[src/rtl/rx_deframer.sv]
// Post-decoder deframer: parses the 24-bit SIGNAL header and packs LENGTH payload
// bytes (LSB first) into a byte FIFO with a valid/ready interface toward the MAC.
module rx_deframer #(
    parameter int FIFO_DEPTH = 16,
    parameter int MAX_LEN    = 4095
) (
    input  logic        clk,
    input  logic        rst_n,
    input  logic        di_signal,
    input  logic        di_signal_vld,
    input  logic        di_payload,
    input  logic        di_payload_vld,
    output logic [3:0]  hdr_rate,
    output logic [11:0] hdr_len,
    output logic        hdr_vld,
    output logic        hdr_err,
    output logic [7:0]  do_byte,
    output logic        do_vld,
    output logic        do_last,
    input  logic        do_rdy,
    output logic        frame_err
);

    localparam int AW = $clog2(FIFO_DEPTH);
    localparam logic [31:0] MAX_LEN_U = MAX_LEN;

    typedef enum logic [2:0] {
        S_IDLE,
        S_SIG,
        S_CHECK,
        S_PLD,
        S_DRAIN
    } state_t;

    state_t       state_q;
    logic [22:0]  sig_q;
    logic [4:0]   sig_cnt_q;
    logic [6:0]   pay_q;
    logic [2:0]   pay_cnt_q;
    logic [11:0]  byte_cnt_q;
    logic [3:0]   hdr_rate_q;
    logic [11:0]  hdr_len_q;
    logic         hdr_vld_q;
    logic         hdr_err_q;
    logic         wr_en_q;
    logic [8:0]   wr_data_q;
    logic         frame_err_q;

    logic [AW:0]  wr_ptr_q, wr_ptr_d;
    logic [AW:0]  rd_ptr_q, rd_ptr_d;
    logic [8:0]   mem [FIFO_DEPTH];

    // Only 23 header bits are stored; the 24th is taken straight from the input
    // so the header decision is registered in the same edge that receives it.
    logic [23:0]  sig_shift;
    logic [7:0]   pay_shift;
    logic [11:0]  len_field;
    logic         parity_ok;
    logic         tail_ok;
    logic         len_ok;
    logic         hdr_good;
    logic         reserved_unused;

    assign sig_shift       = {di_signal, sig_q};
    assign pay_shift       = {di_payload, pay_q};
    assign len_field       = sig_shift[16:5];
    assign parity_ok       = ~(^sig_shift[17:0]);
    assign tail_ok         = (sig_shift[23:18] == 6'd0);
    assign len_ok          = ({20'd0, len_field} <= MAX_LEN_U);
    assign hdr_good        = parity_ok & tail_ok & len_ok;
    assign reserved_unused = sig_shift[4];

    logic       full;
    logic       empty;
    logic       rd_en;
    logic       wr_ok;
    logic       overflow;
    logic [8:0] rd_word;

    assign full     = (wr_ptr_q[AW] != rd_ptr_q[AW]) &&
                      (wr_ptr_q[AW-1:0] == rd_ptr_q[AW-1:0]);
    assign empty    = (wr_ptr_q == rd_ptr_q);
    assign rd_en    = ~empty & do_rdy;
    // A read in the same cycle frees the slot, so a write into a full FIFO still lands.
    assign wr_ok    = wr_en_q & (~full | rd_en);
    assign overflow = wr_en_q & full & ~rd_en;
    assign rd_word  = mem[rd_ptr_q[AW-1:0]];

    assign wr_ptr_d = wr_ok ? wr_ptr_q + 1'b1 : wr_ptr_q;
    assign rd_ptr_d = rd_en ? rd_ptr_q + 1'b1 : rd_ptr_q;

    // NOTE: sequential state uses non-blocking assignments only, so every register
    // in this block sees the pre-edge value of every other register.
    always_ff @(posedge clk or negedge rst_n) begin
        if (!rst_n) begin
            state_q     <= S_IDLE;
            sig_q       <= '0;
            sig_cnt_q   <= '0;
            pay_q       <= '0;
            pay_cnt_q   <= '0;
            byte_cnt_q  <= '0;
            hdr_rate_q  <= '0;
            hdr_len_q   <= '0;
            hdr_vld_q   <= 1'b0;
            hdr_err_q   <= 1'b0;
            wr_en_q     <= 1'b0;
            wr_data_q   <= '0;
            frame_err_q <= 1'b0;
        end else begin
            hdr_vld_q   <= 1'b0;
            hdr_err_q   <= 1'b0;
            wr_en_q     <= 1'b0;
            frame_err_q <= overflow;

            case (state_q)
                S_IDLE: begin
                    if (di_signal_vld) begin
                        sig_q     <= sig_shift[23:1];
                        sig_cnt_q <= 5'd1;
                        state_q   <= S_SIG;
                    end
                end

                S_SIG: begin
                    if (di_signal_vld) begin
                        sig_q     <= sig_shift[23:1];
                        sig_cnt_q <= sig_cnt_q + 5'd1;
                        if (sig_cnt_q == 5'd23) begin
                            state_q <= S_CHECK;
                            if (hdr_good) begin
                                hdr_vld_q  <= 1'b1;
                                hdr_rate_q <= sig_shift[3:0];
                                hdr_len_q  <= len_field;
                                byte_cnt_q <= len_field;
                            end else begin
                                hdr_err_q  <= 1'b1;
                            end
                        end
                    end
                end

                S_CHECK: begin
                    pay_cnt_q <= '0;
                    state_q   <= (hdr_vld_q && byte_cnt_q != 12'd0) ? S_PLD : S_DRAIN;
                end

                S_PLD: begin
                    if (di_signal_vld) begin
                        frame_err_q <= 1'b1;
                        sig_q       <= sig_shift[23:1];
                        sig_cnt_q   <= 5'd1;
                        state_q     <= S_SIG;
                    end else if (di_payload_vld) begin
                        pay_q     <= pay_shift[7:1];
                        pay_cnt_q <= pay_cnt_q + 3'd1;
                        if (pay_cnt_q == 3'd7) begin
                            wr_en_q    <= 1'b1;
                            wr_data_q  <= {(byte_cnt_q == 12'd1), pay_shift};
                            byte_cnt_q <= byte_cnt_q - 12'd1;
                            if (byte_cnt_q == 12'd1) begin
                                state_q <= S_DRAIN;
                            end
                        end
                    end
                end

                S_DRAIN: begin
                    if (di_signal_vld) begin
                        sig_q     <= sig_shift[23:1];
                        sig_cnt_q <= 5'd1;
                        state_q   <= S_SIG;
                    end
                end

                default: state_q <= S_IDLE;
            endcase
        end
    end

    always_ff @(posedge clk or negedge rst_n) begin
        if (!rst_n) begin
            wr_ptr_q <= '0;
            rd_ptr_q <= '0;
        end else begin
            wr_ptr_q <= wr_ptr_d;
            rd_ptr_q <= rd_ptr_d;
        end
    end

    // NOTE: the storage array has no reset; emptiness is tracked by the pointers and
    // the read data is masked to zero while the FIFO is empty.
    always_ff @(posedge clk) begin
        if (wr_ok) begin
            mem[wr_ptr_q[AW-1:0]] <= wr_data_q;
        end
    end

    assign hdr_rate  = hdr_rate_q;
    assign hdr_len   = hdr_len_q;
    assign hdr_vld   = hdr_vld_q;
    assign hdr_err   = hdr_err_q;
    assign do_vld    = ~empty;
    assign do_byte   = empty ? 8'd0 : rd_word[7:0];
    assign do_last   = empty ? 1'b0 : rd_word[8];
    assign frame_err = frame_err_q;

endmodule
[config.mk]
export PLATFORM = sky130hd
export DESIGN_NAME = rx_deframer
export DESIGN_NICKNAME = d
export VERILOG_FILES = /design/src/rtl/rx_deframer.sv
export SDC_FILE = /design/constraint.sdc
export NUM_CORES = 1
export LEC_CHECK = 0
export BUFFER_PORTS_ARGS = -buffer_cell sky130_fd_sc_hd__buf_2
export CORE_ASPECT_RATIO = 0.75
export CORE_MARGIN = 3
export CORE_UTILIZATION = 50
export CTS_CLUSTER_DIAMETER = 40
export CTS_CLUSTER_SIZE = 30
export DETAILED_ROUTE_END_ITERATION = 16
export PLACE_DENSITY = 0.69
export REMOVE_ABC_BUFFERS = 1
export SETUP_SLACK_MARGIN = 0.02
export SLEW_MARGIN = 20
export SYNTH_ARGS = -nofsm -noshare
export SYNTH_HDL_FRONTEND = slang
export SYNTH_SLANG_ARGS = --single-unit
[constraint.sdc]
create_clock -name clk -period 2.2 [get_ports clk]
set_input_delay 0.11 -clock clk [delete_from_list [all_inputs] [get_ports clk]]
set_output_delay 0.11 -clock clk [all_outputs]
set_load 0.05 [all_outputs]
# ---- Yosys cells after proc, flatten, opt, wreduce, memory -nomap -nowiden
# Memory sizes are Yosys's and may differ from the RTL's.
# Cells that the tools add are included.
dict set report op_classes {
  add_sub_neg 5
  n_eq_ne 21
  muxes 40
  n_bitwise 11
  reduce_logical 20
}
# operator count
set ops {}
lappend ops {{$mux 12} 6}
lappend ops {{$mux 3} 10}
lappend ops {{$pmux 12 s2} 1}
lappend ops {{$reduce_xor 18->1} 1}
lappend ops {{$mux 1} 17}
lappend ops {{$add 5x1->5 const B} 3}
lappend ops {{$eq 12x1->1 const B} 1}
lappend ops {{$ne 2x2->1 const B} 6}
lappend ops {{$pmux 3 s4} 1}
lappend ops {{$reduce_bool 12->1} 1}
lappend ops {{$sub 12x1->12 const B} 1}
lappend ops {{$mux 5} 2}
lappend ops {{$pmux 5 s2} 1}
lappend ops {{$ne 3x3->1 const B} 3}
lappend ops {{$reduce_and 3->1} 3}
lappend ops {{$mux 8} 1}
lappend ops {{$reduce_and 4->1} 2}
lappend ops {{$reduce_and 7->1} 1}
lappend ops {{$eq 3x2->1 const B} 2}
lappend ops {{$eq 3x3->1 const B} 2}
lappend ops {{$logic_not 6->1} 1}
lappend ops {{$pmux 3 s2} 1}
lappend ops {{$reduce_and 6->1} 1}
lappend ops {{$reduce_bool 2->1} 3}
lappend ops {{other kinds (16)} 26}
dict set report totals {
  reg_bits 92
  ramBits 144
  inputBits 7
  output_inout_bits 29
  elab_cells 113
  n_memories 1
}
# memory words width rd rd_ports_with_merged_regs wr line
set mem_list {}
lappend mem_list {mem 16 9 1 0 1 51} ;# logic [8:0] mem [FIFO_DEPTH];

# ---- Longest topological paths before layout
# Gate-level depths: netlist of the first run.
dict set report depth {
  word_depth 7
  mapped_depth 10
  depth_no_buf 8
}

# ---- Worst setup path before layout of the first run
# OpenSTA, ideal clock, no wires.
dict set report synth_path {
  kind {register to register}
  from {register wr_ptr_q[3]}
  to {memory mem[4][0] (enable)}
  t_arrival_ns 2.062
  path_slack_ns -0.251
  path_stages_with_launch 8
  n_path_buf 2
  period_less_slack_ns 2.451
  path_cell_list {dfrtp_1 -> clkbuf_1 -> xnor2_1 -> nand4_1 -> o31a_1 -> clkbuf_1 -> nand2_1 -> nor3b_1}
}
dict set report synth_via {
  elab_chain_len 7
}
# element line
set synth_lines {}
lappend synth_lines {{start: declaration} 49} ;# logic [AW:0] wr_ptr_q, wr_ptr_d;
lappend synth_lines {{start signal: assignment} 185} ;# wr_ptr_q <= wr_ptr_d;
lappend synth_lines {{$eq 5x5->1 or $eq 4x4->1 (tied branches)} {82, 81}}
lappend synth_lines {{$not 1->1 or $logic_and 1x1->1 (tied branches)} {83, 80}}
lappend synth_lines {{$and 1x1->1 or $not 1->1 (tied branches)} {83, 85}}
lappend synth_lines {{$or 1x1->1} 85} ;# assign wr_ok = wr_en_q & (~full | rd_en);
lappend synth_lines {{$and 1x1->1} 85}
lappend synth_lines {{$mux 1} 193} ;# if (wr_ok) begin
lappend synth_lines {{$mux 1 (implied by the code)} 194} ;# mem[wr_ptr_q[AW-1:0]] <= wr_data_q;
lappend synth_lines {{end: declaration} 51}
# Several ways; a longest one is shown, not always the timed one.

# ---- Worst setup path after layout of the first run
dict set report layout_path {
  from {register rd_ptr_q[0]}
  to {output port do_byte[4]}
}
dict set report layout_via {
  elab_chain_len 2
}
# element line
set layout_lines {}
lappend layout_lines {{start: declaration} 50} ;# logic [AW:0] rd_ptr_q, rd_ptr_d;
lappend layout_lines {{start signal: assignment} 186} ;# rd_ptr_q <= rd_ptr_d;
lappend layout_lines {{$mem_v2 16x9 or $eq 5x5->1 (tied branches)} n/a}
lappend layout_lines {{$mux 8 *} 203} ;# assign do_byte = empty ? 8'd0 : rd_word[7:0];
lappend layout_lines {{end: declaration} 17} ;# output logic [7:0] do_byte,
# Every way passes the cells marked *; elsewhere a longest branch is shown, timed or not.

==> results.txt, run 1 <==
----------------------------------------------------
[Logic synthesis]
  Compound-gate portion of the synthesized area ... 0.04023
  Per-instance average area after synthesis ... roughly 16 um^2
  Share of synthesized cell area in and, or, nand and nor gates ... 0.07959
  FFs w/ async S/R, synth ... 0.3898
  Cells after Synth ... approximately 630
  Main combinational cell family by area after synthesis ... multiplexers
  Most frequently used flop master after synthesis ... sky130_fd_sc_hd__edfxtp_1
  Post-Synth Adder-Cell Area ... 0.01366
  Number of enable flip-flop cells after synthesis ... about 140
  Area share of the largest cell type after synthesis ... 0.4291
  Register bit count reported by yosys ... 236
  Seq/Total Area, Yosys ... 0.6576
  Number of warnings printed during yosys synthesis ... 0
  Netlist area before placement ... 10080 um^2
  Post-Synth XOR/XNOR Area ... 0.03154
  Top area cells in the synthesized netlist ... sky130_fd_sc_hd__edfxtp_1 43%, sky130_fd_sc_hd__dfrtp_1 23%, sky130_fd_sc_hd__mux4_2 10%, sky130_fd_sc_hd__mux2_2 4.1%, sky130_fd_sc_hd__nand2_1 1.8%
  List of most frequent post-synthesis cells ... 144 x sky130_fd_sc_hd__edfxtp_1, 92 x sky130_fd_sc_hd__dfrtp_1, 48 x sky130_fd_sc_hd__nand2_1
  Post-synth top area cell ... sky130_fd_sc_hd__edfxtp_1
  Cell with the most instances after synthesis ... sky130_fd_sc_hd__edfxtp_1
  Post-synthesis mux area share ... 0.1602
  Number of distinct standard cells referenced by the synthesized netlist ... 60

[Clock tree]
  Reg clk slew, reported paths ... roughly 0.070 ns
  TritonCTS clock tree ... built
  Worst-Skew Late Latency ... about 0.54 ns
  Maximum buffer depth of the clock tree ... 3
  H-tree depth ... 1
  # clock sinks ... 236
  Root buf cell ... sky130_fd_sc_hd__clkbuf_16
  Total clock buffers created by CTS ... 28

[Drt]
  Antenna violation net count after detailed routing ... 0
  Vias ... ~6000
  DR WL/cell ... between 20 and 25 um
  DR vias/cell ... 5.793
  Drt initial violations ... between 400 and 500
  DRC ... 0
  Pre-Repair DR Iteration Count ... 5
  Final Routed Wirelength ... 22860 um

[STA]
  Portion of the clock cycle consumed by the worst path in the final layout ... 1.214
  Final Slew Violations ... 0
  Maximum achievable frequency ... 374.4 MHz
  Setup skew after layout ... 0.01985 ns
  Total negative setup slack ... -29.62 ns
  Final hold vios ... 0
  Setup violation total in the final timing report ... 171
  Setup repair after global routing missed its margin ... yes
  Final critical-path required period ... about 2.7 ns
  Final setup slack of the worst path ... -0.4712 ns
  Transition time of the tightest slew-check pin ... between 0.6 and 0.7 ns
  Remaining max-slew budget at the tightest pin ... 0.5931

[Status]
  Violations in the final reports ... setup timing
  Status ... finished, violations left

[Critical path]
  Worst-path maximum fanout ... 6
  Crit. End Element ... primary output
  Kind of launch point of the worst setup path ... flop
  Setup Crit Path Kind ... flop to primary output
  Worst Path Required ... 2.09 ns
  Worst EP arrival ... 2.56 ns

[Floorplanning]
  Vertical die dimension ... roughly 130 um
  Placement row count ... 44
  Chip Width ... roughly 170 um
  IO Pins ... 36
  Die outline area ... 21910 um^2
  Core area ... 19540 um^2
  Starting density of the core ... 0.5156

[Global route]
  First-pass GRT wire length ... 35970 um
  Grt ovf ... 0
  Maximum number of pins on one net before global-route repair ... 48
  Via count of the first global-routing pass ... 6252
  Number of antenna violations at the first check in global routing ... 0
  Combined global-route utilization of all metal layers ... 0.2142

[Finish]
  Share of cells above drive strength 1 ... 0.4211
  Layout net count ... 776
  Diode count ... 0
  Area added between synthesis and finish ... 26.83%
  Fill cell total of the finished layout ... 1296
  Final cell utilization of the core ... 0.6540
  Final instance area ... ~13000 um^2

[Place]
  Detailed Place HPWL ... 13760 um
  IO buf count ... 35
  Final GP Congestion ... 0.7905
  Pre-CTS WS ... -0.09116 ns
  Area post-placement ... 11100 um^2

[Pwr]
  Overall power of the completed layout ... 14700 uW
  Power Density ... 1150 nW/um^2
  LEAKAGE ... 0.005557 uW
  Largest vdd supply drop ... 0.9504 mV

[Run]
  MaxCap Viol Count ... 0

[Min path]
  Classification of the worst-slack hold path ... input pin to async pin

----------------------------------------------------
[sequential cells by signal, indices dropped and copies added (netlist names)]
register	count
frame_err	1
rd_ptr_q	5
wr_ptr_q	5
wr_en_q	1
hdr_err	1
pay_cnt_q	3
mem	144
sig_q	23
state_q	3
hdr_vld	1
hdr_rate	4
wr_data_q	9
sig_cnt_q	5
hdr_len	12
pay_q	7
byte_cnt_q	12
[power by group]
part           switching [uW]  internal (uW)  total, uW  leakage (uW)
Sequential                262           4940       5200       0.00288
Clock                    1980           2670       4650      0.000458
Combinational            2120           2730       4850       0.00222
[final timing paths]
path | startpoint | end | slack (ns) | depth (start not counted)
hold reg to reg | pay_q[0]$_DFFE_PN0P_ | wr_data_q[0]$_DFFE_PN0P_ | 0.48 | 2
hold / removal | rst_n | sig_q[18]$_DFFE_PN0P_ | 0.13 | 2
setup / recovery | rd_ptr_q[0]$_DFFE_PN0P_ | do_byte[4] | -0.47 | 6
setup reg to reg | rd_ptr_q[0]$_DFFE_PN0P_ | mem[1][7]$_DFFE_PP_ | -0.35 | 10
max in group asynchronous | rst_n | sig_q[12]$_DFFE_PN0P_ | 1.40 | 3
min in group clk | di_payload | wr_data_q[7]$_DFFE_PN0P_ | 0.34 | 4
[cell type report]
| cell class | count | area (um^2) | area share |
|---|---|---|---|
| Tap cell | 253 | 316.6 | 0.02477 |
| Sequential cell | 236 | 6630 | 0.5187 |
| Clock buffer | 28 | 700.7 | 0.05482 |
| Clock inverter | 23 | 261.5 | 0.02046 |
| Multi-Input combinational cell | 349 | 3530 | 0.2762 |
| Timing Repair Buffer | 133 | 1305 | 0.1021 |
| Inverter | 10 | 37.54 | 0.002937 |
[cells by family (layout without fill, tap and decap cells)]
family | count (synthesis) | in the layout
buffers and inverters | 42 | 194
DFF | 236 | 236
AOI/OAI and AO/OA | 60 | 60
xor gates and xnor gates | 30 | 30
adders and majority gates | 11 | 11
and+or+nand+nor | 152 | 153
muxes | 95 | 95
[metal layers]
metal / vias to the layer above / routed length (um) / global-route usage
met1: 3069 / 10270 / 0.3296
met4: 0 / 427 / 0.04816
li1: 2663 / - / -
met2: 208 / 10490 / 0.3244
met3: 38 / 1665 / 0.03839
met5: - / 0 / 0
[cells in the final DEF (no fill, tap or decap), types with 5 or more instances in the layout]
cell type | netlist | final
sky130_fd_sc_hd__nor2_1 | 31 | 29
sky130_fd_sc_hd__xnor2_2 | 1 | 6
sky130_fd_sc_hd__mux2_4 | 10 | 10
sky130_fd_sc_hd__buf_12 | 0 | 14
sky130_fd_sc_hd__mux4_2 | 45 | 45
sky130_fd_sc_hd__xor2_1 | 6 | 6
sky130_fd_sc_hd__o22a_1 | 9 | 9
sky130_fd_sc_hd__nand2_1 | 48 | 46
sky130_fd_sc_hd__inv_1 | 10 | 9
sky130_fd_sc_hd__a21oi_2 | 0 | 7
sky130_fd_sc_hd__mux2_2 | 37 | 37
sky130_fd_sc_hd__nor2b_1 | 13 | 11
sky130_fd_sc_hd__buf_6 | 1 | 21
sky130_fd_sc_hd__nand3_1 | 8 | 8
sky130_fd_sc_hd__buf_4 | 0 | 63
sky130_fd_sc_hd__clkbuf_16 | 0 | 28
sky130_fd_sc_hd__a31oi_1 | 9 | 9
sky130_fd_sc_hd__dfrtp_1 | 92 | 89
sky130_fd_sc_hd__xnor2_1 | 20 | 15
sky130_fd_sc_hd__inv_6 | 0 | 5
sky130_fd_sc_hd__and2_4 | 0 | 14
sky130_fd_sc_hd__buf_2 | 7 | 24
sky130_fd_sc_hd__ha_1 | 11 | 11
sky130_fd_sc_hd__a21oi_1 | 16 | 8
sky130_fd_sc_hd__dlygate4sd3_1 | 0 | 6
sky130_fd_sc_hd__o21ai_0 | 9 | 8
sky130_fd_sc_hd__edfxtp_1 | 144 | 144
[worst max-delay path, stage by stage, from the launching register on]
cell                      delay, ns
sky130_fd_sc_hd__dfrtp_2       0.37
sky130_fd_sc_hd__buf_12        0.15
sky130_fd_sc_hd__buf_4         0.16
sky130_fd_sc_hd__mux4_2        0.56
sky130_fd_sc_hd__mux4_2        0.48
sky130_fd_sc_hd__nor2b_1       0.16
sky130_fd_sc_hd__buf_6         0.16
[stage by stage]
stage / std cells / hold WS (ns)
floorplan: 594 / -0.1856
global placement: 949 / 0.1486
detailed placement: 949 / 0.1599
CTS: 1023 / 0.1467
global route: 1032 / 0.1846
finish: 1032 / 0.1302
[what timing repair did]
| action | CTS | global route |
|---|---|---|
| endpoints found under the setup margin | 90 | 186 |
| gates cloned | 5 | 1 |
| setup buffers | 12 | 8 |
| hold endpoints to repair | 59 | 0 |
| pin swaps | 14 | 25 |
| hold buffers | 6 | 0 |
| resized for setup | 66 | 38 |
Note: power is estimated with default switching activity, not from simulation.
==> run 2, diff against run 1 <==
- PLACE_DENSITY: 0.69 -> 0.77
==> run 2 against run 1 <==
Effect of this change: the run still ends with setup timing left; final cell count is 1.3% lower; maximum frequency up 2.4%; routed wire length fell by 4.7%; largest power group unchanged; final area is 1.8% lower; non-clock buffer count decreased by 16; die area unchanged; sequential cell count is the same; first-iteration DRC count grew 2.5%; sequential share of layout area is 0.92 points higher; total power is 0.64% higher; largest cell class unchanged.
==> results.txt, run 2 (same netlist as run 1, synthesis figures left out) <==
----------------------------------------------------
[Pwr]
  Largest vdd supply drop ... 1.502 mV (+58%)
  Power Density ... 1178 nW/um^2 (+2.5%)
  LEAKAGE ... 0.005447 uW (-2.0%)
  Overall power of the completed layout ... 14790 uW (+0.64%)

[Clock tree]
  TritonCTS clock tree ... built
  Worst-Skew Late Latency ... 0.52 ns (-0.02 ns)
  Root buf cell ... sky130_fd_sc_hd__clkbuf_16
  Reg clk slew, reported paths ... 0.07 ns (about the same)
  # clock sinks ... 236 (unchanged)
  Total clock buffers created by CTS ... 27 (-3.6%)
  Maximum buffer depth of the clock tree ... 3 (unchanged)
  H-tree depth ... 1 (unchanged)

[STA]
  Final setup slack of the worst path ... -0.4088 ns (+0.06236 ns)
  Total negative setup slack ... -29.76 ns (-0.1391 ns)
  Final critical-path required period ... 2.609 ns (-0.06236 ns)
  Maximum achievable frequency ... 383.3 MHz (+2.4%)
  Portion of the clock cycle consumed by the worst path in the final layout ... 1.186 (-0.02835)
  Transition time of the tightest slew-check pin ... 0.5919 ns (-0.01848 ns)
  Worst-case hold slack ... 0.1249 ns (-0.005230 ns)
  Final hold vios ... 0 (unchanged)
  Setup repair after global routing missed its margin ... yes
  Setup violation total in the final timing report ... 166 (-2.9%)
  Remaining max-slew budget at the tightest pin ... 0.6054 (+0.01232)
  Setup skew after layout ... 0.01775 ns (-0.002099 ns)
  Final Slew Violations ... 0 (unchanged)

[Floorplanning]
  Die outline area ... 21910 um^2 (unchanged)
  Starting density of the core ... 0.5156 (unchanged)
  IO Pins ... 36 (unchanged)
  Chip Width ... 169.9 um (unchanged)
  Placement row count ... 44 (unchanged)
  Vertical die dimension ... 128.9 um (unchanged)
  Core area ... 19540 um^2 (unchanged)

[Global route]
  Maximum number of pins on one net before global-route repair ... 52 (+8.3%)
  Combined global-route utilization of all metal layers ... 0.1921 (-0.02213)
  First-pass GRT wire length ... 32930 um (-8.5%)
  Via count of the first global-routing pass ... 5982 (-4.3%)
  Grt ovf ... 0 (unchanged)
  Number of antenna violations at the first check in global routing ... 0 (unchanged)

[Drt]
  Antenna violation net count after detailed routing ... 0 (unchanged)
  DRC ... 0 (unchanged)
  DR WL/cell ... 21.37 um (-3.5%)
  Final Routed Wirelength ... 21780 um (-4.7%)
  DR vias/cell ... 5.760 (-0.57%)
  Pre-Repair DR Iteration Count ... 5 (unchanged)
  Vias ... 5869 (-1.8%)
  Drt initial violations ... 488 (+2.5%)

[Critical path]
  Crit. End Element ... primary output
  Worst EP arrival ... 2.50 ns (-0.06 ns)
  Kind of launch point of the worst setup path ... flop
  Setup Crit Path Kind ... flop to primary output
  Worst-path maximum fanout ... 7 (+1)
  Worst Path Required ... 2.09 ns (about the same)

[Min path]
  Classification of the worst-slack hold path ... input pin to async pin

[Finish]
  Final instance area ... 12550 um^2 (-1.8%)
  Most frequent standard cell in the layout excluding fill and tap cells ... sky130_fd_sc_hd__edfxtp_1
  Diode count ... 0 (unchanged)
  Share of cells above drive strength 1 ... 0.3943 (-0.02680)
  Highest-count cells in the layout ignoring fill and taps ... 144 x sky130_fd_sc_hd__edfxtp_1, 91 x sky130_fd_sc_hd__dfrtp_1, 45 x sky130_fd_sc_hd__mux4_2, 45 x sky130_fd_sc_hd__nand2_1, 41 x sky130_fd_sc_hd__buf_4
  Fill cell total of the finished layout ... 1305 (+0.69%)
  Layout net count ... 764 (-1.5%)
  Number of flip-flops in the largest register ... 144 (unchanged)
  Area added between synthesis and finish ... 24.57%

[Status]
  Violations in the final reports ... setup timing
  Status ... finished, violations left

[Run]
  MaxCap Viol Count ... 0 (unchanged)

[Place]
  Detailed Place HPWL ... 12870 um (-6.5%)
  IO buf count ... 35 (unchanged)
  Area post-placement ... 11060 um^2 (-0.36%)
  Final GP Congestion ... 0.7858 (-0.59%)
  Pre-CTS WS ... -0.01292 ns (+0.07825 ns)

----------------------------------------------------
-- run 2: cell types whose count changed in the layout (fill, tap and decap cells not counted), sizes merged --
cell / delta
and2: +5
buf: -16
bufbuf: -2
bufinv: +1
clkbuf: +6
clkinv: +2
clkinvlp: -3
inv: -6
-- run 2: critical path, cell delays in order (launching register included) --
cell	delay, ns
sky130_fd_sc_hd__dfrtp_2	0.38
sky130_fd_sc_hd__buf_6	0.14
sky130_fd_sc_hd__buf_12	0.14
sky130_fd_sc_hd__mux4_2	0.54
sky130_fd_sc_hd__mux4_2	0.49
sky130_fd_sc_hd__nor2b_4	0.14
sky130_fd_sc_hd__buf_6	0.15
-- run 2: worst paths after layout --
kind / to / from / cells after the start / slack, ns
hold / removal: sig_q[22]$_DFFE_PN0P_ / rst_n / 2 / 0.12
min in group clk: wr_data_q[7]$_DFFE_PN0P_ / di_payload / 4 / 0.38
max in group asynchronous: byte_cnt_q[8]$_DFFE_PN0P_ / rst_n / 3 / 1.42
hold reg to reg: wr_ptr_q[4]$_DFFE_PN0P_ / wr_ptr_q[4]$_DFFE_PN0P_ / 1 / 0.49
setup reg to reg: wr_ptr_q[4]$_DFFE_PN0P_ / rd_ptr_q[0]$_DFFE_PN0P_ / 11 / -0.26
setup / recovery: do_byte[6] / rd_ptr_q[0]$_DFFE_PN0P_ / 6 / -0.41
-- run 2: stage by stage --
stage,util,cells
4_1_cts,0.6254,1003
2_1_floorplan,-,594
3_5_place_dp,0.5660,942
5_1_grt,0.6423,1019
3_3_place_gp,0.5660,942
6_report,0.6423,1019
-- run 2: per-layer routing --
metal  wire [um]  track usage
met1        9392       0.2744
met2       10760       0.3181
met3        1013      0.03256
met5           0            0
met4         607      0.03958
-- run 2: power by group --
| part | leakage, uW | total (uW) | switching (uW) | internal [uW] |
|---|---|---|---|---|
| Clock | 0.000444 | 4480 | 1790 | 2700 |
| Combinational | 0.00212 | 5100 | 2040 | 3060 |
| Sequential | 0.00288 | 5210 | 274 | 4940 |
-- run 2: layout make-up --
class	count	area (um^2)	area share
flip-flops and latches	236	6628	0.5280
clock inverters	17	188.9	0.01505
multi-input cells	354	3547	0.2826
clock buffers	32	714.4	0.05691
repair buffers	117	1121	0.08931
inverters	10	37.54	0.002990
well taps	253	316.6	0.02522
-- run 2: repair_timing --
action	CTS	global route
buffers inserted	5	10
gates cloned	1	14
endpoints found under the hold margin	52	0
setup endpoints to repair	47	181
hold buffers	6	0
pin swaps	17	14
resized for setup	33	87
